File: src/rtl/audio_frame_serializer.sv
// Buffers each new processed sample (detected by a change of bank index) and streams it as mono I2S.
// Latency: a sample entering an empty FIFO is sent after the next frame wrap; no backpressure, so a full FIFO drops the sample and raises o_overflow.
module audio_frame_serializer #(
  parameter int DEPTH    = 16,
  parameter int BCLK_DIV = 16,
  parameter int SAMPLE_W = 24
) (
  input  logic                      clk,
  input  logic                      reset,
  input  logic [SAMPLE_W-1:0]       i_sample,
  input  logic [3:0]                i_idx,
  input  logic                      i_clear_flags,
  output logic                      o_bclk,
  output logic                      o_lrclk,
  output logic                      o_sdata,
  output logic [$clog2(DEPTH):0]    o_fifo_level,
  output logic                      o_overflow,
  output logic                      o_underflow
);

  localparam int AW = $clog2(DEPTH);
  localparam int LW = AW + 1;
  localparam int DW = (BCLK_DIV > 1) ? $clog2(BCLK_DIV) : 1;

  logic [DW-1:0]       div_cnt;
  logic [5:0]          bit_cnt;
  logic [SAMPLE_W-1:0] frame_reg;
  logic [3:0]          prev_idx;
  logic [AW-1:0]       wr_ptr;
  logic [AW-1:0]       rd_ptr;
  logic [SAMPLE_W-1:0] mem [DEPTH];

  logic        div_wrap;
  logic        fall;
  logic [5:0]  nxt_bit;
  logic        push;
  logic        pop;
  logic        push_ok;
  logic        pop_ok;
  logic [31:0] slot_word;
  logic        slot_bit;

  always_comb begin
    div_wrap  = (div_cnt == DW'(BCLK_DIV - 1));
    fall      = div_wrap && o_bclk;
    nxt_bit   = bit_cnt + 6'd1;
    push      = (i_idx != prev_idx);
    pop       = fall && (bit_cnt == 6'd63);
    pop_ok    = pop && (o_fifo_level != '0);
    // A pop in the same cycle frees a slot, so a push into a full FIFO still lands.
    push_ok   = push && ((o_fifo_level != LW'(DEPTH)) || pop_ok);
    // Sample MSB sits at bit 30 so slot position p maps to bit 31-p; p=0 is the I2S delay bit.
    slot_word = 32'(frame_reg) << (31 - SAMPLE_W);
    slot_bit  = slot_word[~nxt_bit[4:0]];
  end

  always_ff @(posedge clk) begin
    if (push_ok && !reset) mem[wr_ptr] <= i_sample;
  end

  always_ff @(posedge clk) begin
    if (reset) begin
      div_cnt      <= '0;
      bit_cnt      <= '0;
      frame_reg    <= '0;
      prev_idx     <= '0;
      wr_ptr       <= '0;
      rd_ptr       <= '0;
      o_bclk       <= 1'b0;
      o_lrclk      <= 1'b0;
      o_sdata      <= 1'b0;
      o_fifo_level <= '0;
      o_overflow   <= 1'b0;
      o_underflow  <= 1'b0;
    end else begin
      prev_idx <= i_idx;

      if (div_wrap) begin
        div_cnt <= '0;
        o_bclk  <= ~o_bclk;
      end else begin
        div_cnt <= div_cnt + DW'(1);
      end

      if (fall) begin
        bit_cnt <= nxt_bit;
        o_lrclk <= nxt_bit[5];
        o_sdata <= slot_bit;
      end

      if (pop) begin
        if (pop_ok) begin
          frame_reg <= mem[rd_ptr];
          rd_ptr    <= rd_ptr + AW'(1);
        end else begin
          frame_reg <= '0;
        end
      end

      if (push_ok) wr_ptr <= wr_ptr + AW'(1);
      o_fifo_level <= o_fifo_level + LW'(push_ok) - LW'(pop_ok);

      // Set events are applied after the clear so they win a same-cycle collision.
      if (i_clear_flags) begin
        o_overflow  <= 1'b0;
        o_underflow <= 1'b0;
      end
      if (push && !push_ok) o_overflow  <= 1'b1;
      if (pop && !pop_ok)   o_underflow <= 1'b1;
    end
  end

endmodule

File: config.mk
export PLATFORM = sky130hd
export DESIGN_NAME = audio_frame_serializer
export DESIGN_NICKNAME = d
export VERILOG_FILES = /design/src/rtl/audio_frame_serializer.sv
export SDC_FILE = /design/constraint.sdc
export NUM_CORES = 1
export LEC_CHECK = 0
export BUFFER_PORTS_ARGS = -buffer_cell sky130_fd_sc_hd__buf_4
export CORE_AREA = 2 2 210 212
export DETAILED_ROUTE_END_ITERATION = 8
export DIE_AREA = 0 0 212 214
export GPL_TIMING_DRIVEN = 0
export PLACE_DENSITY_LB_ADDON = 0.25
export SLEW_MARGIN = 20
export SYNTH_ARGS = -nofsm -noshare
export SYNTH_HDL_FRONTEND = slang
export SYNTH_SLANG_ARGS = --single-unit
File: constraint.sdc
create_clock -name clk -period 12.7 [get_ports clk]
set_clock_uncertainty 0.15 [all_clocks]
set_input_delay 2.54 -clock clk [delete_from_list [all_inputs] [get_ports clk]]
set_output_delay 2.54 -clock clk [all_outputs]
set_load 0.02 [all_outputs]
==> impl_metrics.csv <==
group,metric,value,unit
die,rows,76,
grt,grt_antenna_before_repair,0,
pwr,p_leak,6.310,nW
placement,port-buffer-count,40,
grt,grt_use_total,0.1739,
layout,final-seq-area,0.01271,sq mm
sta,post-route-period-util,0.3664,
grt,via_count_of_the_first_global_routing_pass,8229,
clocking,cts_buffer_depth,3,
layout,antenna_cells_inserted,0,
yosys,synth_edf_count,384,
sta,tns,0,ns
yosys,cell_area_after_synthesis,0.01703,sq mm
min_path,hold-path-endpoint,"frame_reg[13]",
sta,report.final.setup_viol,0,
critical_path,reg2reg_depth,9,
yosys,synth.largest_area_cell,"sky130_fd_sc_hd__edfxtp_1",
sta,final_max_slew_viol_count,0,
grt,grt_first_pass_wirelength,56370,um
clocking,worst_skew_pair.late_latency,0.57,ns
layout,post_route_cells_drive_above_1_share,0.3181,
critical_path,startpoint_type_of_the_worst_setup_path,"primary input",
outcome,run_status,"complete, no violations",
pwr,worst_ir_drop_vdd,0.00007370,V
placement,detailedPlacementHpwl,25150,um
layout,nFillCells,3560,
critical_path,critical_path_required,12.81,ns
drt,avgViaCountPerCell,5.378,
die,die_w,212,um
layout,flow.area_growth_from_synthesis,18.28,%
clocking,postCtsResizedCells,0,
yosys,synth.ff_latch_count,443,
drt,detail_route.drc_violations,0,
yosys,ys_top_cells_by_area,"sky130_fd_sc_hd__edfxtp_1 68%, sky130_fd_sc_hd__mux4_2 16%, sky130_fd_sc_hd__dfxtp_1 6.9%",
drt,detailedRoute.firstPassIterationCount,5,
clocking,holdBufCountCts,0,
grt,global_route_overflow,0,
clocking,postCtsSetupRepairBufs,0,
sta,grt_setup_unrepaired,"no",
yosys,synthArstFlopShare,0,
clocking,clk_pin_slew_worst_paths,0.06,ns
pwr,power.density_cell_area,161.1,mW/mm^2
layout,multi_input_comb_area,0.004167,sq mm
critical_path,timing.critical_path.slowest_cell_delay,0.67,ns
drt,postRouteWirelength,38470,um
die,io_pins,41,
die,core-area,0.04289,sq mm
sta,max_slew.worst_pin.slew,1.029,ns
drt,drtIter0Drc,810,
critical_path,cp_cell_sequence,"buf_4 -> xnor2_1 -> nand4_1 -> o211ai_1 -> nor4_2 -> buf_4 -> buf_2 -> buf_2",
sta,finalHoldViolCount,0,
clocking,cts_max_level,2,
drt,antenna_viol_nets_final,0,
critical_path,crit_fanout,5,
critical_path,regToRegStartpoint,"o_fifo_level[2]",
min_path,holdCritStartpoint,"frame_reg[13]",
drt,drt_wl_cell,25.18,um
drt,vias,8217,
yosys,synth_most_common_cell,"sky130_fd_sc_hd__edfxtp_1",
placement,gpl.final_weighted_congestion,0.7435,
clocking,numClockSinks,443,
yosys,synthFlopType,"sky130_fd_sc_hd__edfxtp_1",
yosys,syn-instance-count,791,
critical_path,cp_buf_inv_count,4,
critical_path,crit_path_top_delay_cell,"sky130_fd_sc_hd__nor4_2",
run,drv_cap,0,
sta,max_freq,214.9,MHz
sta,post_route_minimum_period,4.653,ns
die,die_area,0.04537,sq mm
critical_path,end_kind,"register",
min_path,worstHoldPathType,"reg -> reg",
layout,nets,957,
yosys,number_of_warnings_printed_during_yosys_synthesis,0,
yosys,synth_top_area_share,0.6770,
die,initial_core_utilization,0.3972,
clocking,clock_buffer_count_from_cts,45,
yosys,synth_sequential_area_ratio,0.7463,
yosys,synthTopCellsByCount,"384 x sky130_fd_sc_hd__edfxtp_1, 124 x sky130_fd_sc_hd__mux4_2, 59 x sky130_fd_sc_hd__dfxtp_1",
yosys,syn-num-nets,835,
clocking,clk_root_buffer_cell,"sky130_fd_sc_hd__clkbuf_16",
min_path,hold-path-cell-count,1,
critical_path,regToRegSetupSlack,8.98,ns
sta,slew-limit-headroom,0.3139,
critical_path,timing.critical_path.max_delay_family,"simple AND/OR/NAND/NOR gates",
layout,largest_reg_flops,384,
critical_path,setup.worst_path.class,"in -> reg",
critical_path,critical_path_arrival,4.77,ns
die,die_height,214,um
pwr,fin_total_pwr,3.245,mW
yosys,syn-mean-instance-area,21.53,sq um
clocking,tritoncts,"yes",
yosys,yosys.cell_types.count,47,
grt,grt_max_degree,17,
critical_path,reg2reg_to,"mem[3][19]",
## cell type report
cell class,instances,area share
Timing Repair Buffer,75,0.04254
Sequential cell,443,0.6310
Tap cell,585,0.03633
Multi-Input combinational cell,298,0.2068
Inverter,10,0.001863
Clock inverter,13,0.004658
Buffer,40,0.01130
Clock buffer,64,0.06552
## worst max-delay path by stage
stage / start / endpoint / cells past startpoint
5_1_grt: i_idx[3] / mem[3][19] / 8
3_5_place_dp: i_idx[3] / mem[3][19] / 8
3_3_place_gp: i_idx[3] / mem[3][17] / 5
4_1_cts: i_idx[3] / mem[3][19] / 8
6_report: i_idx[3] / mem[3][19] / 8
2_1_floorplan: i_idx[3] / mem[3][0] / 4
## report_power, final
part,internal [mW],switching [mW],total (mW)
clock network,0.739,0.532,1.27
logic,0.122,0.167,0.288
registers,1.66,0.0246,1.69
total,2.52,0.723,3.24
## metal layers
metal | part of all wire | track usage | vias up
met5 | 0 | 0 | -
met4 | 0.023 | 0.04953 | 0
met3 | 0.063 | 0.03709 | 55
met2 | 0.46 | 0.2602 | 257
met1 | 0.46 | 0.2579 | 4371
li1 | - | - | 3534
## layout by cell type, fill, tap and decap left out, types with 9 or more instances in the layout
master	netlist	final
sky130_fd_sc_hd__clkbuf_16	0	47
sky130_fd_sc_hd__inv_1	10	10
sky130_fd_sc_hd__buf_2	8	12
sky130_fd_sc_hd__buf_1	12	10
sky130_fd_sc_hd__a22o_1	24	24
sky130_fd_sc_hd__xnor2_1	13	13
sky130_fd_sc_hd__mux4_2	124	124
sky130_fd_sc_hd__dfxtp_1	59	59
sky130_fd_sc_hd__buf_4	0	49
sky130_fd_sc_hd__ha_1	12	12
sky130_fd_sc_hd__edfxtp_1	384	384
sky130_fd_sc_hd__buf_16	0	11
sky130_fd_sc_hd__nor2_4	0	9
sky130_fd_sc_hd__nor2_1	31	22
sky130_fd_sc_hd__clkbuf_1	14	23
## cells by family after synthesis
kind of cell | share of synthesized area
AOI/OAI and AO/OA | 0.02086
xor gates and xnor gates | 0.01124
adders and majority gates | 0.009990
buffers and inverters | 0.01543
DFF | 0.7463
muxes | 0.1681
and+or+nand+nor | 0.02806
## per-stage QoR
step,utilization,hold slack (ns),setup WS (ns),instances,cell area [sq um]
final,0.4698,0.3258,8.047,1528,20150
after floorplan,-,0.2869,6.709,791,17030
after global routing,0.4698,0.3373,7.966,1528,20150
after detailed placement,0.4368,0.3126,7.476,1451,18730
after CTS,0.4697,0.3313,8.081,1528,20150
after global placement,0.4213,0.3039,3.557,1416,18070
(Power assumes the default switching activity.)
